`src/rtl/cache_types_pkg.sv`:
```
// Shared cache types: adapter FSM state encoding and line/beat geometry helpers.
package cache_types_pkg;

    typedef enum logic [1:0] {
        IDLE  = 2'd0,
        BURST = 2'd1,
        DONE  = 2'd2
    } adapter_state_t;

    function automatic int line_beats(input int line_bits, input int burst_bits);
        return line_bits / burst_bits;
    endfunction

    // Keep a one-bit counter even for single-beat lines so the slice index stays legal.
    function automatic int beat_cnt_width(input int beats);
        return (beats > 1) ? $clog2(beats) : 1;
    endfunction

    function automatic logic [31:0] line_align(input logic [31:0] addr, input int offset_bits);
        return addr & ~((32'd1 << offset_bits) - 32'd1);
    endfunction

endpackage

```
`src/rtl/icache_line_adapter_perf.sv`:
```
// Saturating performance counters for the icache line adapter (ICACHE_ADAPTER_PERF_EN builds only).
module icache_line_adapter_perf (
    input  logic        clk,
    input  logic        rst,
    input  logic        in_burst,
    input  logic        line_done,
    output logic [31:0] perf_lines,
    output logic [31:0] perf_stall
);

    always_ff @(posedge clk or posedge rst) begin
        if (rst) begin
            perf_lines <= '0;
            perf_stall <= '0;
        end else begin
            if (line_done && (perf_lines != 32'hFFFF_FFFF)) begin
                perf_lines <= perf_lines + 32'd1;
            end
            if (in_burst && (perf_stall != 32'hFFFF_FFFF)) begin
                perf_stall <= perf_stall + 32'd1;
            end
        end
    end

endmodule

```
`src/rtl/icache_line_adapter.sv`:
```
// Assembles one cache line from a burst of memory beats; ICACHE_ADAPTER_PERF_EN adds perf counter ports.
module icache_line_adapter
    import cache_types_pkg::*;
#(
    parameter int s_offset = 5,
    parameter int s_line   = 8 * 2**s_offset,
    parameter int s_burst  = 64
) (
    input  logic                clk,
    input  logic                rst,
    input  logic                pmem_read,
    input  logic [31:0]         pmem_address,
    output logic [s_line-1:0]   pmem_rdata,
    output logic                pmem_resp,
    output logic                burst_read,
    output logic [31:0]         burst_address,
    input  logic [s_burst-1:0]  burst_rdata,
    input  logic                burst_resp
`ifdef ICACHE_ADAPTER_PERF_EN
    ,
    output logic [31:0]         perf_lines,
    output logic [31:0]         perf_stall
`endif
);

    localparam int BEATS = line_beats(s_line, s_burst);
    localparam int CNT_W = beat_cnt_width(BEATS);
    localparam logic [CNT_W-1:0] LAST_BEAT = CNT_W'(BEATS - 1);

    adapter_state_t       state_q;
    adapter_state_t       state_d;
    logic [CNT_W-1:0]     cnt_q;
    logic [31:0]          addr_q;
    logic [s_line-1:0]    line_q;
    logic [s_line-1:0]    full_line;
    logic                 abort_q;
    logic                 last_beat;

    always_ff @(posedge clk or posedge rst) begin
        if (rst) begin
            state_q <= IDLE;
        end else begin
            state_q <= state_d;
        end
    end

    assign last_beat = burst_resp && (cnt_q == LAST_BEAT);

    always_comb begin
        state_d = state_q;
        unique case (state_q)
            IDLE:    if (pmem_read) state_d = BURST;
            BURST:   if (last_beat) state_d = DONE;
            DONE:    state_d = IDLE;
            default: state_d = IDLE;
        endcase
    end

    // The final beat is merged on the fly so the finished line lands in pmem_rdata one edge early.
    always_comb begin
        full_line = line_q;
        full_line[(BEATS-1)*s_burst +: s_burst] = burst_rdata;
    end

    always_ff @(posedge clk or posedge rst) begin
        if (rst) begin
            cnt_q      <= '0;
            addr_q     <= '0;
            line_q     <= '0;
            abort_q    <= 1'b0;
            pmem_rdata <= '0;
        end else begin
            unique case (state_q)
                IDLE: begin
                    if (pmem_read) begin
                        addr_q  <= line_align(pmem_address, s_offset);
                        cnt_q   <= '0;
                        abort_q <= 1'b0;
                    end
                end
                BURST: begin
                    // A dropped request still drains the memory burst, but the line is never published.
                    if (!pmem_read) begin
                        abort_q <= 1'b1;
                    end
                    if (burst_resp) begin
                        line_q[int'(cnt_q)*s_burst +: s_burst] <= burst_rdata;
                        cnt_q <= cnt_q + CNT_W'(1);
                        if (last_beat && pmem_read && !abort_q) begin
                            pmem_rdata <= full_line;
                        end
                    end
                end
                default: begin
                end
            endcase
        end
    end

    assign burst_read    = (state_q == BURST);
    assign burst_address = addr_q;
    assign pmem_resp     = (state_q == DONE) && !abort_q;

`ifdef ICACHE_ADAPTER_PERF_EN
    icache_line_adapter_perf u_perf (
        .clk        (clk),
        .rst        (rst),
        .in_burst   (burst_read),
        .line_done  (pmem_resp),
        .perf_lines (perf_lines),
        .perf_stall (perf_stall)
    );
`endif

endmodule

```
`config.mk`:
```
export PLATFORM = sky130hd
export DESIGN_NAME = icache_line_adapter
export DESIGN_NICKNAME = d
export VERILOG_FILES = /design/src/rtl/cache_types_pkg.sv /design/src/rtl/icache_line_adapter_perf.sv /design/src/rtl/icache_line_adapter.sv
export SDC_FILE = /design/constraint.sdc
export NUM_CORES = 1
export LEC_CHECK = 0
export BUFFER_PORTS_ARGS = -buffer_cell sky130_fd_sc_hd__buf_2
export CORE_UTILIZATION = 38
export DETAILED_ROUTE_END_ITERATION = 10
export PLACE_DENSITY = 0.67
export SLEW_MARGIN = 10
export SYNTH_ARGS = -nofsm -noshare
export SYNTH_HDL_FRONTEND = slang
export SYNTH_SLANG_ARGS = --single-unit
```
`constraint.sdc`:
```
create_clock -name clk -period 18.66 [get_ports clk]
set_input_delay 0.933 -clock clk [delete_from_list [all_inputs] [get_ports clk]]
set_output_delay 0.933 -clock clk [all_outputs]
set_load 0.01 [all_outputs]
```
**Yosys cells after proc, flatten, opt, wreduce, memory -nomap -nowiden**

Cells that the tools add are included.

- Register bits: 544
- Bits in latches: 0
- Memory bits (writable): 0
- Memory bits (read-only): 0
- Input port bits: 100
- Output and inout bits: 290
- Logic and storage cells: 40
- Memories: 0

- $add $sub $neg: 2
- $mul: 0
- Div/mod/pow operators: 0
- Magnitude comparators: 0
- Equal/unequal tests: 7
- Shifts and indexed selects: 2
- Multiplexer cells: 10
- Bitwise operators: 0
- Reductions and logical operators: 13

Operator list:

| kind | count |
|---|---|
| $bwmux W256 | 1 |
| $shift A64 B33 Y256 const A | 1 |
| $shiftx A64 B33 Y256 | 1 |
| $neg A8 Y33 | 1 |
| $reduce_and A3 Y1 | 3 |
| $mux W2 | 4 |
| $pmux W2 S2 | 2 |
| $reduce_and A2 Y1 | 3 |
| $eq A2 B2 Y1 const B | 2 |
| $logic_and A1 B1 Y1 | 4 |
| $ne A2 B1 Y1 const B | 2 |
| $ne A2 B2 Y1 const B | 2 |
| $add A2 B1 Y2 const B | 1 |
| $eq A2 B1 Y1 const B | 1 |
| $logic_not A2 Y1 | 1 |
| $mux W1 | 2 |
| $pmux W1 S2 | 1 |
| $reduce_bool A2 Y1 | 1 |
| $logic_not A1 Y1 | 1 |

**Longest topological paths before layout**

- Depth after elaboration: 5
- Gate-level depth with buffers: 6
- Depth with buffers taken out: 5

**Worst setup path before layout**

OpenSTA, ideal clock, no wires.

- Path kind: in2reg
- Start point: input burst_resp
- End point: register pmem_rdata[192]
- Library setup time: 125 ps
- Arrival time: 2036 ps
- Data required time: 18535 ps
- Slack: 16500 ps
- Stages on the path: 6
- Buffers on the path: 3
- Cell sequence: nor2b_1 > and4_1 > buf_2 > buf_4 > buf_4 > mux2_2

- Cells in the longest elaborated chain, start to end: 4

RTL lines:

| element | RTL line | source |
|---|---|---|
| start, declared | icache_line_adapter.sv:18 | `input logic burst_resp` |
| $logic_and A1 B1 Y1 | icache_line_adapter.sv:47 | `assign last_beat = burst_resp && (cnt_q == LAST_BEAT);` |
| $logic_and A1 B1 Y1 (2 in series) | icache_line_adapter.sv:89 | `if (last_beat && pmem_read && !abort_q) begin` |
| $reduce_and A3 Y1 (no source line) (*) | n/a |  |
| end signal, assigned | icache_line_adapter.sv:90 | `pmem_rdata <= full_line;` |
| end, declared | icache_line_adapter.sv:13 | `output logic [s_line-1:0] pmem_rdata,` |

Every way passes the cells marked *; elsewhere a longest branch is shown, timed or not.
A chain may end at the register's enable or synchronous reset.

**Worst setup path in the final report**

- Start point: input burst_resp
- End point: register pmem_rdata[217]

Same word-level chain as after synthesis.

==> flow_results.org <==
** Pwr
- Summing internal, switching and leakage power gives 3.03 mW.
- For this design the ratio of total power to cell area is 139 nW/um2.
- The worst-case IR drop observed on VDD is 0.0000990 V.
- Static power due to leakage :: between 10 and 15 nW

** Worst setup path
- Crit-path leading delay family :: buffers and inverters
- The critical path contains buffers and inverters numbering 3 combined.
- Across all register-to-register paths, the minimum setup slack is 14810 ps.
- Counting cells, the worst reg-to-reg path comes to 5.
- Top cell by count, worst path :: buf_4
- The slowest stage of the critical path is the buf_4 cell.
- Type of origin of the critical path :: input port
- Critical path's largest stage delay :: 880 ps
- In this run the number of cells on the critical path is 6.
- Data on the critical path arrives at its endpoint at 4300 ps.
- Crit. End Element :: flop
- Series of cell instances along the critical path :: buf_2 -> nor2b_1 -> and4_4 -> buf_4 -> buf_4 -> mux2_2
- The critical path in this run is classified as input port to flop.
- Data required time of the worst path :: roughly 19000 ps
- CP Max Fanout :: 73

** Clock network
- Insertion delay of the later-clocked pin in the worst-skew pair :: ~570 ps
- Cts bufs inserted :: 50
- Number of buffers added to fix hold violations after cts :: 0
- CTS placed an instance of clkbuf_16 at the clock tree root.
- Counting along the longest clock path gives a buffer depth of 3.
- Buffers added to address setup during post-CTS repair amount to 0.
- CTS HTree Levels :: 2
- Number of gates resized after CTS :: 0
- CTS saw 480 sinks.
- TritonCTS built the clock tree.
- Clock-pin slew was measured on the worst setup and hold paths at 60 ps.

** Floorplan
- Starting density of the core :: around 39%
- Area of the placeable core :: between 40000 and 50000 um2
- I/O Pins :: 390
- Die footprint :: approximately 47000 um2
- The die is ~220 um wide.
- Number of core rows :: 78
- The die is 218 um tall.

** Timing
- Worst Tran Pin Value :: between 1000 and 1500 ps
- Headroom to the max-slew limit :: about 29%
- Share of the clock period used by the worst path :: 20.7%
- Final number of setup-violating endpoints :: 0
- The number of failing hold endpoints at the final stage was 0.
- Setup repair after global routing left no endpoint under its margin.
- After routing, the total negative slack on setup checks comes to 0 ps.
- Clock tree skew after final layout :: roughly 16 ps
- The max-slew violation total from the final report is 0.
- Static timing analysis puts the maximum clock frequency at 259 MHz.
- Final min period :: between 3000 and 4000 ps
- Final setup margin :: 14800 ps

** Route
- In the routed design, unresolved DRC markers number 0.
- Summing over every cut layer, the via total after detailed routing is ~11000.
- Wire length per cell :: 20.0 um
- Routed via count divided by cell count :: between 5 and 6
- For this run, the detailed router's first-pass iteration total came to 4.
- Iteration-0 DRC count of the detailed router :: 540
- In this run the remaining antenna-violating nets after routing total 0.
- Drt total wl :: 41800 um

** Final layout
- The repair_antennas step left the layout with diodes totalling 0.
- Post-route cell area :: 21800 um2
- From synthesis to final layout, the design area changed by 23.3%.
- Filler cell count :: 3968
- The post-route netlist has between 40% and 50% of its cells at a drive strength greater than 1.
- Final nets :: roughly 1600

** Placed design
- Pre-CTS setup slack :: around 14000 ps
- Routability-driven placement finished with a final weighted congestion of around 0.74.
- Post-detailed-placement cell area :: 20000 um2
- After legalization and detailed placement, the total HPWL measured between 20000 and 30000 um.
- Port bufs :: between 300 and 400

** Global routing
- Combined global-route utilization of all metal layers :: 17.9%
- First-pass GRT wire length :: roughly 67000 um
- The number of global-route vias before repair was approximately 11000.
- Entering global routing, the biggest net connects 128 pins.
- The initial antenna violation count was 0.
- Total grt overflow :: 0

** Logic synthesis
- The cell count after synthesis came out at ~1100.
- Count of cell types in the netlist :: 30
- By area the synthesized netlist is led by dfrtp_1, a22o_1, mux2_1.
- Most frequent cells after synthesis :: dfrtp_1, a22o_1, mux2_1
- FF+latch count, synth :: 480
- Number of enable flip-flop cells after synthesis :: 0
- Summing the sequential cell areas from Yosys gives between 60% and 70% of the chip area.
- During synthesis, Yosys emitted a total of 0 warnings.
- Among all cell types in the netlist, the one instantiated most often is dfrtp_1.
- Top cell type by total area after synthesis :: dfrtp_1
- Post-synthesis average cell area :: around 17 um2
- The synthesized design devotes to its leading area cell type between 60% and 70% of total area.
- Summing every instance area after synthesis gives between 15000 and 20000 um2.
- Among all flip-flop cells after synthesis, the most frequent one is dfrtp_1.
- Fraction of registers with async set or reset after synthesis :: 100%

** Run status
- The run finished with clean final reports.

** Worst hold path
- Worst Hold Depth :: 1
- Hold/Removal Path Class :: flop to flop

** Run
- Max-cap violations in this run came to 0.
## layer usage
metal / track usage, % / up-vias / part of all wire (%)
li1: - / 4688 / -
met1: 24.1 / 5612 / 44
met2: 28.7 / 293 / 48
met3: 4.04 / 64 / 6.3
met4: 5.52 / 0 / 2.2
met5: 0 / - / 0
## kinds of logic (layout without fill, tap and decap cells)
family | Yosys count | after routing | synth area share [%]
flip-flops | 480 | 480 | 67.9
multiplexers | 283 | 283 | 18.0
AO/OA/AOI/OAI | 199 | 199 | 9.79
buffers and inverters | 79 | 493 | 2.94
AND/OR/NAND/NOR | 22 | 22 | 1.02
adder cells (fa/ha/maj) | 5 | 5 | 0.353
other | 1 | 5 | 0.0212
## power breakdown
group	internal [mW]	switching, mW	total, mW
sequential	1.28	0.127	1.41
clock	0.653	0.407	1.06
combinational	0.277	0.285	0.562
## final timing paths
| path | endpoint | from |
|---|---|---|
| worst min-delay path | pmem_rdata[137] | pmem_rdata[137] |
| worst min register to register | pmem_rdata[137] | pmem_rdata[137] |
| worst max register to register | pmem_rdata[217] | cnt_q[0] |
| worst max-delay path | pmem_rdata[217] | burst_resp |
| max in group asynchronous | line_q[135] | rst |
| min in group asynchronous | pmem_rdata[227] | rst |
## worst register-to-register path, delay by kind of cell (launching register included)
| family | cells | cell delay, ps |
|---|---|---|
| fa+ha+maj | 1 | 260 |
| buf+inv | 2 | 1720 |
| flops | 1 | 540 |
| mux | 1 | 490 |
| simple gates | 1 | 710 |
## registers in the layout, indices dropped and copies added (netlist names)
signal / flops
line_q: 192
cnt_q: 2
pmem_rdata: 256
burst_address: 27
abort_q: 1
state_q: 2
## placed cells by master (no fill, tap or decap), drive strengths merged, types with 2 or more instances in the layout
cell type,n
clkbuf,76
nor4,3
nand2b,2
nor2,2
buf,398
dfrtp,480
nand2,4
a22o,194
conb,5
ha,5
inv,4
nand4b,3
o21ai,2
clkinv,8
bufinv,5
clkinvlp,2
nor2b,3
mux2,283
## cell type report
class	count	area [um2]	share of cell area, %
clock buffer	76	1580	7.25
multi-input combinational	514	5210	23.9
tap	600	751	3.44
sequential	480	12000	55.0
inverter	3	18.8	0.0860
timing repair buffer	398	2040	9.34
clock inverter	16	218	0.997
## stage by stage
stage / instances / util, % / hold slack [ps]
4_1_cts: 2087 / 47.8 / 483
2_1_floorplan: 1073 / - / 465
5_1_grt: 2087 / 47.8 / 493
3_5_place_dp: 1995 / 43.8 / 469
6_report: 2087 / 47.8 / 479
3_3_place_gp: 1995 / 43.8 / 463
No activity file was read; power rests on OpenSTA's default activity.
